## src/rtl/pkt_det_pkg.sv

```systemverilog
`default_nettype none
// ============================================================================
// Module      : pkt_det_pkg
// Description : Shared definitions for the packet detector.
//               - K-code symbol values (STP / END / EDB)
//               - detector FSM state encoding
//               - bit positions inside the one-hot tlp_type vector
//               - TLP Fmt / Type field codes
//               - byte-count width helper
// Revision    : 1.0 - initial release
// ============================================================================
package pkt_det_pkg;

    // K-code symbols (valid only when dataK = 1)
    localparam logic [7:0] c_k_stp = 8'hFB;
    localparam logic [7:0] c_k_end = 8'hFD;
    localparam logic [7:0] c_k_edb = 8'hFE;

    // Detector FSM states
    typedef enum logic [1:0] {
        S_IDLE    = 2'd0,
        S_CAPTURE = 2'd1,
        S_DISCARD = 2'd2
    } det_state_e;

    // One-hot tlp_type bit positions
    localparam int c_tlp_w      = 10;
    localparam int c_tlp_mrd    = 0;
    localparam int c_tlp_mwr    = 1;
    localparam int c_tlp_iord   = 2;
    localparam int c_tlp_iowr   = 3;
    localparam int c_tlp_cfgrd0 = 4;
    localparam int c_tlp_cfgwr0 = 5;
    localparam int c_tlp_cfgrd1 = 6;
    localparam int c_tlp_cfgwr1 = 7;
    localparam int c_tlp_cpl    = 8;
    localparam int c_tlp_cpld   = 9;

    // Fmt[7:5] codes: 3DW/4DW header, without/with data
    localparam logic [2:0] c_fmt_3dw_nd = 3'b000;
    localparam logic [2:0] c_fmt_4dw_nd = 3'b001;
    localparam logic [2:0] c_fmt_3dw_d  = 3'b010;
    localparam logic [2:0] c_fmt_4dw_d  = 3'b011;

    // Type[4:0] codes
    localparam logic [4:0] c_type_mem  = 5'b00000;
    localparam logic [4:0] c_type_io   = 5'b00010;
    localparam logic [4:0] c_type_cfg0 = 5'b00100;
    localparam logic [4:0] c_type_cfg1 = 5'b00101;
    localparam logic [4:0] c_type_cpl  = 5'b01010;

    // Bits needed to hold a count in the range 0..max_count
    function automatic int byte_cnt_width(input int max_count);
        return (max_count < 1) ? 1 : $clog2(max_count + 1);
    endfunction

endpackage
`default_nettype wire

```

## src/rtl/pkt_detector_v2_tlp_type_decoder.sv

```systemverilog
`default_nettype none
// ============================================================================
// Module      : tlp_type_decoder
// Description : Combinational decode of the TLP Fmt/Type byte into a one-hot
//               type vector. Unknown codes give an all-zero vector.
// Ports       : i_fmt_type [7:0]  Fmt[7:5] / Type[4:0] byte
//               o_tlp_type [9:0]  {CplD,Cpl,CfgWr1,CfgRd1,CfgWr0,CfgRd0,
//                                  IOWr,IORd,MWr,MRd}
// Revision    : 1.0 - initial release
// ============================================================================
module tlp_type_decoder
    import pkt_det_pkg::*;
(
    input  logic [7:0]         i_fmt_type,
    output logic [c_tlp_w-1:0] o_tlp_type
);

    logic [2:0] w_fmt;
    logic [4:0] w_type;

    assign w_fmt  = i_fmt_type[7:5];
    assign w_type = i_fmt_type[4:0];

    always_comb begin
        o_tlp_type = '0;
        case (w_type)
            c_type_mem: begin
                // Memory requests come in both 3DW and 4DW header forms
                if (w_fmt == c_fmt_3dw_nd || w_fmt == c_fmt_4dw_nd)
                    o_tlp_type[c_tlp_mrd] = 1'b1;
                else if (w_fmt == c_fmt_3dw_d || w_fmt == c_fmt_4dw_d)
                    o_tlp_type[c_tlp_mwr] = 1'b1;
            end
            c_type_io: begin
                if (w_fmt == c_fmt_3dw_nd)     o_tlp_type[c_tlp_iord] = 1'b1;
                else if (w_fmt == c_fmt_3dw_d) o_tlp_type[c_tlp_iowr] = 1'b1;
            end
            c_type_cfg0: begin
                if (w_fmt == c_fmt_3dw_nd)     o_tlp_type[c_tlp_cfgrd0] = 1'b1;
                else if (w_fmt == c_fmt_3dw_d) o_tlp_type[c_tlp_cfgwr0] = 1'b1;
            end
            c_type_cfg1: begin
                if (w_fmt == c_fmt_3dw_nd)     o_tlp_type[c_tlp_cfgrd1] = 1'b1;
                else if (w_fmt == c_fmt_3dw_d) o_tlp_type[c_tlp_cfgwr1] = 1'b1;
            end
            c_type_cpl: begin
                if (w_fmt == c_fmt_3dw_nd)     o_tlp_type[c_tlp_cpl]  = 1'b1;
                else if (w_fmt == c_fmt_3dw_d) o_tlp_type[c_tlp_cpld] = 1'b1;
            end
            default: ;
        endcase
    end

endmodule
`default_nettype wire

```

## src/rtl/pkt_detector_v2.sv

```systemverilog
`default_nettype none
// ============================================================================
// Module      : pkt_detector_v2
// Description : Framed packet detector. Captures the bytes between STP and
//               END into PKT, decodes the TLP type from wire byte 2, counts
//               good packets and flags malformed ones.
// Ports       : clk, reset (sync, active-high)
//               data_valid, data_in[7:0], dataK   symbol stream
//               count_clr                         clear PKT_count
//               PKT, PKT_len, tlp_type            captured packet (held)
//               pkt_valid / pkt_err               one-cycle result pulses
//               PKT_count                         saturating good count
//               err_count, null_count             only with PKT_DET_STATS_EN
// Options     : `define PKT_DET_STATS_EN adds the error / nullify counters.
// Revision    : 1.0 - initial release
// ============================================================================
module pkt_detector_v2
    import pkt_det_pkg::*;
#(
    parameter int OUT_PKT_WIDTH = 256,
    parameter int PKT_CNT_WIDTH = 8,
    parameter int MIN_BYTES     = 18,
    parameter int STRIP_SEQ     = 0
) (
    input  logic                                       clk,
    input  logic                                       reset,
    input  logic                                       data_valid,
    input  logic [7:0]                                 data_in,
    input  logic                                       dataK,
    input  logic                                       count_clr,
    output logic [OUT_PKT_WIDTH-1:0]                   PKT,
    output logic [byte_cnt_width(OUT_PKT_WIDTH/8)-1:0] PKT_len,
    output logic                                       pkt_valid,
    output logic                                       pkt_err,
    output logic [c_tlp_w-1:0]                         tlp_type,
    output logic [PKT_CNT_WIDTH-1:0]                   PKT_count
`ifdef PKT_DET_STATS_EN
    ,
    output logic [PKT_CNT_WIDTH-1:0]                   err_count,
    output logic [PKT_CNT_WIDTH-1:0]                   null_count
`endif
);

    localparam int c_max_bytes = OUT_PKT_WIDTH / 8;
    localparam int c_len_w     = byte_cnt_width(c_max_bytes);
    // Wire count never exceeds MAX_BYTES+3 inside a capture; extra headroom
    // keeps the MIN_BYTES compare exact for any parameter mix.
    localparam int c_wire_w    = byte_cnt_width(c_max_bytes + MIN_BYTES + 2);

    det_state_e r_state;
    det_state_e w_state_next;

    logic [OUT_PKT_WIDTH-1:0] r_buf;
    logic [c_len_w-1:0]       r_stored;
    logic [c_wire_w-1:0]      r_wire_cnt;
    logic [c_tlp_w-1:0]       r_type;
    logic [c_tlp_w-1:0]       w_dec;

    logic w_is_stp, w_is_end, w_is_edb, w_is_data;
    logic w_keep, w_full, w_long_enough, w_type_byte;
    logic w_start, w_store, w_wire_inc, w_good, w_err;
    logic [OUT_PKT_WIDTH-1:0] w_byte_top;

    assign w_is_stp  = data_valid && dataK && (data_in == c_k_stp);
    assign w_is_end  = data_valid && dataK && (data_in == c_k_end);
    assign w_is_edb  = data_valid && dataK && (data_in == c_k_edb);
    assign w_is_data = data_valid && !dataK;

    // Sequence-number bytes (wire index 0 and 1) are optionally not stored
    if (STRIP_SEQ != 0) begin : g_strip_seq
        assign w_keep = (r_wire_cnt >= c_wire_w'(2));
    end else begin : g_keep_all
        assign w_keep = 1'b1;
    end

    assign w_full        = (r_stored == c_len_w'(c_max_bytes));
    assign w_long_enough = (r_wire_cnt >= c_wire_w'(MIN_BYTES));
    assign w_type_byte   = w_wire_inc && (r_wire_cnt == c_wire_w'(2));
    // Byte placed at the MSB end, then shifted down to its slot
    assign w_byte_top    = {data_in, {(OUT_PKT_WIDTH-8){1'b0}}};

    tlp_type_decoder u_tlp_type_decoder (
        .i_fmt_type (data_in),
        .o_tlp_type (w_dec)
    );

    // ------------------------------------------------------------------
    // Next-state and per-cycle action decode
    // ------------------------------------------------------------------
    always_comb begin
        w_state_next = r_state;
        w_start      = 1'b0;
        w_store      = 1'b0;
        w_wire_inc   = 1'b0;
        w_good       = 1'b0;
        w_err        = 1'b0;
        case (r_state)
            S_IDLE: begin
                if (w_is_stp) begin
                    w_state_next = S_CAPTURE;
                    w_start      = 1'b1;
                end
            end
            S_CAPTURE: begin
                if (w_is_stp) begin
                    // Restart: the interrupted packet is reported as bad
                    w_err   = 1'b1;
                    w_start = 1'b1;
                end else if (w_is_end) begin
                    w_state_next = S_IDLE;
                    if (w_long_enough) w_good = 1'b1;
                    else               w_err  = 1'b1;
                end else if (w_is_edb) begin
                    w_state_next = S_IDLE;
                end else if (w_is_data) begin
                    w_wire_inc = 1'b1;
                    if (w_keep) begin
                        if (w_full) begin
                            w_err        = 1'b1;
                            w_state_next = S_DISCARD;
                        end else begin
                            w_store = 1'b1;
                        end
                    end
                end
            end
            S_DISCARD: begin
                // Overflow was already reported; leave quietly
                if (w_is_stp) begin
                    w_state_next = S_CAPTURE;
                    w_start      = 1'b1;
                end else if (w_is_end || w_is_edb) begin
                    w_state_next = S_IDLE;
                end
            end
            default: w_state_next = S_IDLE;
        endcase
    end

    // ------------------------------------------------------------------
    // State, capture buffer and result registers
    // ------------------------------------------------------------------
    always_ff @(posedge clk) begin
        if (reset) begin
            r_state    <= S_IDLE;
            r_buf      <= '0;
            r_stored   <= '0;
            r_wire_cnt <= '0;
            r_type     <= '0;
            PKT        <= '0;
            PKT_len    <= '0;
            tlp_type   <= '0;
            pkt_valid  <= 1'b0;
            pkt_err    <= 1'b0;
        end else begin
            r_state   <= w_state_next;
            pkt_valid <= w_good;
            pkt_err   <= w_err;
            if (w_start) begin
                r_buf      <= '0;
                r_stored   <= '0;
                r_wire_cnt <= '0;
                r_type     <= '0;
            end else begin
                if (w_wire_inc)
                    r_wire_cnt <= r_wire_cnt + 1'b1;
                if (w_store) begin
                    r_buf    <= r_buf | (w_byte_top >> {r_stored, 3'b000});
                    r_stored <= r_stored + 1'b1;
                end
                if (w_type_byte)
                    r_type <= w_dec;
            end
            // Published results only change on a good packet
            if (w_good) begin
                PKT      <= r_buf;
                PKT_len  <= r_stored;
                tlp_type <= r_type;
            end
        end
    end

    // Good-packet counter: saturating, clear has priority over increment
    always_ff @(posedge clk) begin
        if (reset || count_clr)
            PKT_count <= '0;
        else if (w_good && !(&PKT_count))
            PKT_count <= PKT_count + 1'b1;
    end

`ifdef PKT_DET_STATS_EN
    logic w_null;
    assign w_null = (r_state == S_CAPTURE) && w_is_edb;

    always_ff @(posedge clk) begin
        if (reset || count_clr) begin
            err_count  <= '0;
            null_count <= '0;
        end else begin
            if (w_err && !(&err_count))
                err_count <= err_count + 1'b1;
            if (w_null && !(&null_count))
                null_count <= null_count + 1'b1;
        end
    end
`else
    // Statistics counters are not built in this configuration.
`endif

endmodule
`default_nettype wire

```

## config.mk

```make
export PLATFORM = sky130hd
export DESIGN_NAME = pkt_detector_v2
export DESIGN_NICKNAME = d
export VERILOG_FILES = /design/src/rtl/pkt_det_pkg.sv /design/src/rtl/pkt_detector_v2_tlp_type_decoder.sv /design/src/rtl/pkt_detector_v2.sv
export SDC_FILE = /design/constraint.sdc
export NUM_CORES = 1
export LEC_CHECK = 0
export ABC_AREA = 1
export ABC_CLOCK_PERIOD_IN_PS = 2000
export BUFFER_PORTS_ARGS = -buffer_cell sky130_fd_sc_hd__buf_2
export CORE_AREA = 5 5 211 213
export DETAILED_ROUTE_END_ITERATION = 10
export DIE_AREA = 0 0 216 218
export PLACE_DENSITY = 0.69
export RECOVER_POWER = 100
export SYNTH_ARGS = -nofsm -noshare
export SYNTH_HDL_FRONTEND = slang
export SYNTH_HIERARCHICAL = 1
export SYNTH_SLANG_ARGS = --single-unit
```

## constraint.sdc

```tcl
create_clock -name clk -period 2 [get_ports clk]
set_clock_uncertainty 0.1 [all_clocks]
set_input_delay 0.1 -clock clk [delete_from_list [all_inputs] [get_ports clk]]
set_output_delay 0.1 -clock clk [all_outputs]
set_load 0.03 [all_outputs]
```

Word level (Yosys, flattened, before mapping):

Index checks and enable logic that the tools add are counted.

* output and inout port bits: 282
* input port bits: 13
* logic and storage cells: 101
* flip-flop bits (word level): 562

* shift operators: 1
* add/sub/neg operators: 3
* reductions and logical operators: 21
* bitwise gates (word level): 2
* magnitude comparators: 1
* equal/unequal tests: 19
* multiplexer cells: 43

Operator list (number)
* $or A256 B256 Y256: 1
* $shr A256 B9 Y256: 1
* $mux W1: 29
* $mux W2: 13
* $eq A8 B8 Y1 const B: 3
* $add A6 B1 Y6 const B: 2
* $eq A5 B3 Y1 const B: 2
* $add A8 B1 Y8 const B: 1
* $ne A4 B4 Y1 const B: 2
* $reduce_and A8 Y1: 1
* $logic_and A1 B1 Y1: 7
* $eq A3 B2 Y1 const B: 2
* $eq A6 B2 Y1 const B: 1
* $eq A6 B6 Y1 const B: 1
* $ge A6 B5 Y1 const B: 1
* $pmux W2 S3: 1
* $eq A5 B2 Y1 const B: 1
* $eq A5 B4 Y1 const B: 1
* $logic_not A5 Y1: 1
* $reduce_and A5 Y1: 1
* $logic_or A1 B1 Y1: 4
* $ne A2 B2 Y1 const B: 2
* $reduce_or A2 Y1: 2
* $eq A3 B1 Y1 const B: 1
* other kinds (8): 9

Logic depth before layout (Yosys ltp):

Gate-level depths: netlist of run 1.

* depth after elaboration: 8
* gate-level depth with buffers: 12
* gate-level depth less buffers: 9

Modules after synthesis:

Netlist of run 1, hierarchy kept.

By module, submodules not included
* pkt_detector_v2: sequential area each 11250.8 µm², cells an instance 2738, area an instance 20860.0 µm², instances 1
* tlp_type_decoder: sequential area each 0.0 µm², cells an instance 32, area an instance 133.9 µm², instances 1

Worst setup path before layout of run 1:

OpenSTA, ideal clock, no wires.

* path type: register to register
* start point: register r_stored[1]
* end point: register r_buf[100]
* arrival time: 1.679 ns
* slack: 0.105 ns
* clock period less this slack: 1.895 ns
* path buffers: 3
* data required time: 1.785 ns
* stages on the path, launching flop included: 13
* setup time: 0.115 ns
* path through: dfxtp_1 > inv_1 > clkbuf_1 > ha_1 > inv_1 > nor2_1 > nand2_1 > nand4_1 > buf_2 > buf_2 > nor2_1 > o21ai_0 > inv_1

* cells in the longest elaborated chain, start to end: 7
* elaborated cells between the ends (all ways): 9
* classes of those cells: eq/ne (1); shift (1); mux (6); bitwise (1)

Ends and longest elaborated chain
* from (decl): line pkt_detector_v2.sv:54 `logic [c_len_w-1:0] r_stored;`
* from (signal assigned): line pkt_detector_v2.sv:169 `r_stored <= r_stored + 1'b1;`
* branches (longest 7 deep; another with $shr A256 B9 Y256)
* to (signal assigned): line pkt_detector_v2.sv:168 `r_buf <= r_buf | (w_byte_top >> {r_stored, 3'b000});`
* to (decl): line pkt_detector_v2.sv:53 `logic [OUT_PKT_WIDTH-1:0] r_buf;`

Several ways; the timed one is not identified.
A chain may end at the register's enable or synchronous reset.

Worst setup path after layout of run 1:

* start point: register r_wire_cnt[0]
* end point: register PKT[123]

* cells in the longest elaborated chain, start to end: 5

Ends and longest elaborated chain
* from (decl): line pkt_detector_v2.sv:55 `logic [c_wire_w-1:0] r_wire_cnt;`
* from (signal assigned): line pkt_detector_v2.sv:166 `r_wire_cnt <= r_wire_cnt + 1'b1;`
* $ge A6 B5 Y1: line pkt_detector_v2.sv:77 `assign w_long_enough = (r_wire_cnt >= c_wire_w'(MIN_BYTES));`
* $mux W1: line pkt_detector_v2.sv:111 `if (w_long_enough) w_good = 1'b1;`
* $mux W1: line pkt_detector_v2.sv:109 `end else if (w_is_end) begin`
* $mux W1: line pkt_detector_v2.sv:105 `if (w_is_stp) begin`
* $mux W1: line pkt_detector_v2.sv:97 `case (r_state)`
* to (signal assigned): line pkt_detector_v2.sv:176 `PKT <= r_buf;`
* to (decl): line pkt_detector_v2.sv:31 `output logic [OUT_PKT_WIDTH-1:0] PKT,`

Every way passes these cells.

==> qor.csv, run 1 <==
stage;metric;value;unit
status;outcome;completed;
timing;Final Hold Fails;0;
floorplan;Initial Util;0.494;
clock_network;CTS HTree Levels;2;
placement;routability cong.;0.875;
floorplan;CORE AREA;42500;sq um
setup_path;crit path kind;reg2reg;
synthesis;Post-synth EDFFs;0;
routing;Pre-antenna DRT Iters;6;
routing;Via-to-Cell Ratio;5.37;
routing;Detailed Route WL;65.4;mm
synthesis;synth top area cells;dfxtp_1 54%, nor2_1 17%, a21oi_1 7.1%;
setup_path;CP Data Arrival Time;2.31;ns
global_routing;vias in the first global route;18279;
timing;Max Slew Vio Count;0;
synthesis;largest family of logic cells by synthesized area;simple AND/OR/NAND/NOR gates;
synthesis;number of synthesized register bits;562;
synthesis;Ys Warns;6;
timing;Slew @ Worst Pin;0.627;ns
clock_network;Clock Latency Late Sink;0.62;ns
placement;I/O Buffers;294;
timing;post-route setup TNS;0;ns
floorplan;row cnt;76;
routing;initial DRC count;1810;
synthesis;Post-Syn Area;21000;sq um
timing;post-route minimum period;1.93;ns
clock_network;CTS buffer count;56;
layout;Filler Cell Count;3896;
global_routing;total gr overflow;0;
synthesis;top_reg_cell synth;dfxtp_1;
clock_network;CTS sink count;562;
floorplan;die area;47100;sq um
layout;Layout Nets;3064;
placement;DP HPWL;43.5;mm
timing;Final setup violation count;0;
synthesis;Synth area leader;dfxtp_1;
layout;P&R area growth vs syn;20.2;%
routing;antenna-violating nets left;0;
placement;DP Worst Slack;0.0226;ns
power;leakage power;9.61;nW
synthesis;adder-cell area share of the yosys netlist;0.00298;
floorplan;die height;218;microns
placement;placed inst area;23200;sq um
clock_network;clk buf depth;3;
synthesis;Synth top area share;0.536;
timing;max-slew headroom at the worst pin;0.584;
synthesis;top cells by count, synth;935 x nor2_1, 562 x dfxtp_1, 296 x a21oi_1, 233 x o21ai_0, 141 x nand2_1;
floorplan;chip width;216;microns
synthesis;Post-Synth Simple-Gate Area;0.228;
global_routing;largest net degree at the start of global routing;91;
global_routing;initial antenna violation count;1;
synthesis;post-synthesis sequential area ratio;0.536;
routing;DRC;0;
layout;Reg area;11300;sq um
clock_network;CTS clk-pin slew, worst paths;0.06;ns
global_routing;global-route usage over all layers;0.258;
clock_network;clk root buf;clkbuf_16;
synthesis;xor/xnor share of the synthesized area;0.00334;
timing;PnR worst setup slack;0.0659;ns
layout;finished layout cell area;25200;sq um
setup_path;CP Launch Type;register;
synthesis;Syn Area/Cell;7.58;sq um
power;pwr/cell area;906;nW/um^2
timing;unrepaired setup endpoints after global routing;true;
layout;share of layout cells above drive strength 1;0.0799;
setup_path;CP required;2.38;ns
routing;via count;19535;
hold_path;Hold Path Class;in2reg;
synthesis;top-count cell post-synth;nor2_1;
layout;n_diodes;0;
synthesis;syn nets;2788;
setup_path;CP endpoint kind;register;
setup_path;CP max FO;14;
timing;Tcrit/Tclk final;0.967;
synthesis;Cells after Synth;2770;
routing;post-detailed-route wirelength per cell;18.0;microns
global_routing;first-pass GRT wire length;99.2;mm
clock_network;CTS tree;done;
power;Final Power;0.0229;W
power;maximum vdd drop;0.636;mV
layout;Core Util, Final;0.593;
synthesis;synth unique cells;32;
job;Max Cap Viol;0;
synthesis;fraction of registers with async set/reset;0;
synthesis;compound-cell area share of the yosys netlist;0.156;
timing;Fmax achieved;517;MHz
floorplan;number of placed I/O pins;295;
synthesis;post-synthesis mux area share;0;
layout;area of the multi-input gates;8240;sq um
==> cells by family after synthesis <==
| kind of cell | Yosys count |
|---|---|
| adders and majority gates | 5 |
| AOI/OAI and AO/OA | 654 |
| xor gates and xnor gates | 8 |
| DFF | 562 |
| buffers and inverters | 330 |
| and+or+nand+nor | 1211 |
==> sequential cells by signal, summed over array words and instances, names as in the netlist, 6 cells and up <==
register    flops
r_type         10
r_stored        6
PKT_len         6
tlp_type       10
r_wire_cnt      6
PKT           256
r_buf         256
PKT_count       8
==> per-stage QoR <==
| step | std cells | hold WS (ns) |
|---|---|---|
| global placement | 3513 | 0.283 |
| detailed placement | 3513 | 0.298 |
| global route | 3637 | 0.241 |
| floorplan | 2770 | 0.0691 |
| CTS | 3629 | 0.190 |
| finish | 3637 | 0.219 |
==> critical path, cell delays in order (launching register included) <==
cell and delay [ns]:
dfxtp_1 0.31, inv_1 0.08, ha_1 0.17, nand3b_1 0.13, nand2_2 0.08, nor2_4 0.18, nand2_8 0.16, buf_4 0.20
o21ai_0 0.33, nor2_1 0.08
==> layer usage <==
| metal | up-vias | GRT usage | wire length (microns) |
|---|---|---|---|
| li1 | 9494 | - | - |
| met4 | 2 | 0.116 | 3050 |
| met3 | 155 | 0.0476 | 4570 |
| met2 | 673 | 0.407 | 29100 |
| met1 | 9211 | 0.347 | 28600 |
| met5 | - | 0 | 20 |
==> cell type report <==
type	count	share of cell area
Multi-Input combinational cell	1878	0.327
Clock buffer	79	0.0641
Inverter	125	0.0191
Timing Repair Buffer	423	0.103
Clock inverter	24	0.0141
Sequential cell	562	0.446
Tap cell	546	0.0271
==> what timing repair did <==
action,4_1_cts,5_1_grt
hold buffers,13,0
buffers inserted,0,1
resized for setup,0,25
hold endpoints to repair,26,0
endpoints found under the setup margin,0,372
==> where the power goes <==
part / switching, W / internal, W
Combinational: 0.000373 / 0.000147
Sequential: 0.0000000575 / 0.0112
Clock: 0.00448 / 0.00667
==> cell usage in the layout (no fill, tap or decap), drive strengths merged <==
cell / instances
nor2: 940
dfxtp: 562
clkbuf: 369
o21ai: 355
a21oi: 296
nand2: 142
inv: 125
buf: 120
nand3: 87
nor3: 20
nand4: 15
dlygate4sd3: 13
clkinv: 12
bufinv: 8
xor2: 5
ha: 5
clkinvlp: 4
xnor2: 3
nand3b: 2
nor3b: 2
a211oi: 2
or2: 2
nand2b: 1
a31oi: 1
==> path summary, 6_finish.rpt <==
path | start | end | slack (ns) | cells past startpoint
setup reg to reg | r_wire_cnt[0]$_SDFFE_PP0P_ | PKT[123]$_SDFFE_PP0P_ | 0.07 | 9
setup / recovery | r_wire_cnt[0]$_SDFFE_PP0P_ | PKT[123]$_SDFFE_PP0P_ | 0.07 | 9
hold / removal | reset | pkt_valid$_SDFF_PP0_ | 0.22 | 3
hold reg to reg | r_buf[91]$_SDFFE_PP0P_ | r_buf[91]$_SDFFE_PP0P_ | 0.36 | 2
Power figures use the tool's default switching activity.
==> run 2, diff against run 1 <==
--- a/config.mk
+++ b/config.mk
@@ -13,6 +13,7 @@
 export DIE_AREA = 0 0 216 218
 export PLACE_DENSITY = 0.69
 export RECOVER_POWER = 100
+export SETUP_SLACK_MARGIN = 0.15
 export SYNTH_ARGS = -nofsm -noshare
 export SYNTH_HDL_FRONTEND = slang
 export SYNTH_HIERARCHICAL = 1
==> qor.csv, run 2 (synthesis gave the netlist of run 1 again) <==
stage;metric;value;unit;change
clock_network;clk root buf;clkbuf_16;;
floorplan;die area;47100;sq um;unchanged
layout;share of layout cells above drive strength 1;0.142;;+0.0623
placement;I/O Buffers;294;;unchanged
power;maximum vdd drop;0.667;mV;+4.8%
layout;Layout Nets;3126;;+2.0%
clock_network;CTS tree;done;;
timing;PnR worst setup slack;0.0667;ns;+0.000793 ns
floorplan;Initial Util;0.494;;unchanged
hold_path;Worst Hold Path Cells;3;;unchanged
setup_path;CP Launch Type;register;;
timing;max-slew headroom at the worst pin;0.565;;-0.0189
routing;Pre-antenna DRT Iters;6;;unchanged
timing;Max Slew Vio Count;0;;unchanged
timing;hold slack;0.212;ns;-0.00772 ns
global_routing;largest net degree at the start of global routing;130;;+43%
clock_network;clk buf depth;3;;unchanged
routing;via count;20571;;+5.3%
setup_path;CP endpoint kind;register;;
layout;n_diodes;0;;unchanged
routing;Via-to-Cell Ratio;5.56;;+3.6%
setup_path;Reg2Reg Launch Point;r_wire_cnt[1]$_SDFFE_PP0P_;;
routing;post-detailed-route wirelength per cell;20.1;microns;+12%
placement;routability cong.;0.873;;-0.23%
global_routing;initial antenna violation count;0;;-1
setup_path;FF-to-FF End;PKT[217]$_SDFFE_PP0P_;;
floorplan;row cnt;76;;unchanged
hold_path;HP Start;reset;;
placement;DP HPWL;43.9;mm;+1.1%
setup_path;Cell Chain, Critical Path;buf_4 -> nor2_1 -> nand3b_1 -> nand2_2 -> nor2_4 -> buf_12 -> nand2_8 -> buf_16 -> o21ai_0 -> nor2_1;;
clock_network;CTS clk-pin slew, worst paths;0.06;ns;about the same
setup_path;reg2reg setup slack;0.07;ns;about the same
setup_path;CP max FO;19;;+5
routing;antenna-violating nets left;0;;unchanged
setup_path;Largest stage delay, worst path;0.36;ns;+0.03 ns
layout;top flop regs;PKT x256, r_buf x256;;
setup_path;CP required;2.39;ns;about the same
timing;post-route minimum period;1.93;ns;-0.000793 ns
power;leakage power;10.4;nW;+8.2%
layout;P&R area growth vs syn;29.2;%;
routing;DRC;0;;unchanged
timing;Tcrit/Tclk final;0.967;;about the same
global_routing;vias in the first global route;18563;;+1.6%
global_routing;global-route usage over all layers;0.270;;+0.0123
setup_path;CP most frequent cell;nor2_1;;
global_routing;total gr overflow;0;;unchanged
timing;Fmax achieved;517;MHz;about the same
clock_network;Clock Latency Late Sink;0.62;ns;about the same
routing;Detailed Route WL;74.3;mm;+14%
setup_path;CP Data Arrival Time;2.32;ns;about the same
routing;initial DRC count;2011;;+11%
timing;post-route setup TNS;0;ns;unchanged
layout;commonest cells after routing, fill and taps aside;886 x nor2_1, 556 x dfxtp_1, 293 x a21oi_1, 291 x clkbuf_1, 206 x o21ai_1;;
timing;Slew @ Worst Pin;0.653;ns;+0.0256 ns
floorplan;die height;218;microns;unchanged
setup_path;crit path kind;reg2reg;;
layout;leading cell type in the layout, fill and taps excluded;nor2_1;;
global_routing;first-pass GRT wire length;103;mm;+4.0%
timing;Final Hold Fails;0;;unchanged
timing;Final setup violation count;0;;unchanged
timing;unrepaired setup endpoints after global routing;true;;
clock_network;CTS sink count;562;;unchanged
setup_path;R2R depth;10;;+1
floorplan;CORE AREA;42500;sq um;unchanged
power;pwr/cell area;855;nW/um^2;-5.6%
job;Max Cap Viol;0;;unchanged
floorplan;chip width;216;microns;unchanged
layout;Core Util, Final;0.638;;+0.0447
hold_path;Hold Path Class;in2reg;;
clock_network;CTS HTree Levels;2;;unchanged
hold_path;hold path endpoint;pkt_valid$_SDFF_PP0_;;
placement;DP Worst Slack;-0.0695;ns;-0.0921 ns
floorplan;number of placed I/O pins;295;;unchanged
setup_path;CP max-delay cell;dfxtp_2;;
clock_network;CTS buffer count;56;;unchanged
status;outcome;completed;;
## run 2: report_power, final
group          internal [W]  total, W  switching, W
combinational      0.000200  0.000618      0.000418
clock               0.00691    0.0114       0.00449
sequential           0.0112    0.0112  0.0000000722
## run 2: worst max path at each step
| stage | from | endpoint | slack, ns | depth (start not counted) |
|---|---|---|---|---|
| floorplan | PKT_count[1]$_SDFFE_PP0P_ | PKT_count[2]$_SDFFE_PP0P_ | 0.18 | 7 |
| global placement | r_wire_cnt[0]$_SDFFE_PP0P_ | PKT[164]$_SDFFE_PP0P_ | 0.02 | 9 |
| detailed placement | r_stored[0]$_SDFFE_PP0P_ | r_buf[227]$_SDFFE_PP0P_ | -0.07 | 7 |
| CTS | r_wire_cnt[0]$_SDFFE_PP0P_ | PKT[196]$_SDFFE_PP0P_ | 0.08 | 9 |
| global route | r_stored[0]$_SDFFE_PP0P_ | r_buf[110]$_SDFFE_PP0P_ | 0.01 | 13 |
| finish | r_wire_cnt[1]$_SDFFE_PP0P_ | PKT[217]$_SDFFE_PP0P_ | 0.07 | 10 |
## run 2: per-stage QoR
step           instance area (sq um)  instances  total power (W)
4_1_cts                        25800       3636           0.0232
6_report                       27100       3697           0.0232
3_5_place_dp                   23200       3505           0.0120
5_1_grt                        27100       3697           0.0238
3_3_place_gp                   23200       3505           0.0120
2_1_floorplan                  21000       2770           0.0117
## run 2: metal layers
layer / track usage / wire length, microns
met5: 0 / 0
met4: 0.106 / 3430
met3: 0.0586 / 6550
met2: 0.434 / 33800
met1: 0.359 / 30500
## run 2: area by class of cell
cell class                      instances  area, sq um
Timing Repair Buffer                  481         3790
Multi-Input combinational cell       1882         8910
Inverter                              125          488
Tap cell                              546          683
Sequential cell                       562        11300
Fill cell                            3637        15400
Clock buffer                           78         1610
Clock inverter                         23          387
## run 2: repair_timing
item                                   in CTS  in global routing
setup buffers                              10                 19
gates cloned                                7                 42
endpoints found under the hold margin      47                  0
hold buffers                               13                  0
pin swaps                                   3                 20
resized for setup                          60                316
setup endpoints to repair                 384                488
## run 2: worst max-delay path: cells and delay by family, from the launching register on
kind,cells,cell delay [ns]
and+or+nand+nor,6,0.63
buffers and inverters,3,0.55
DFF,1,0.36
AOI/OAI and AO/OA,1,0.19
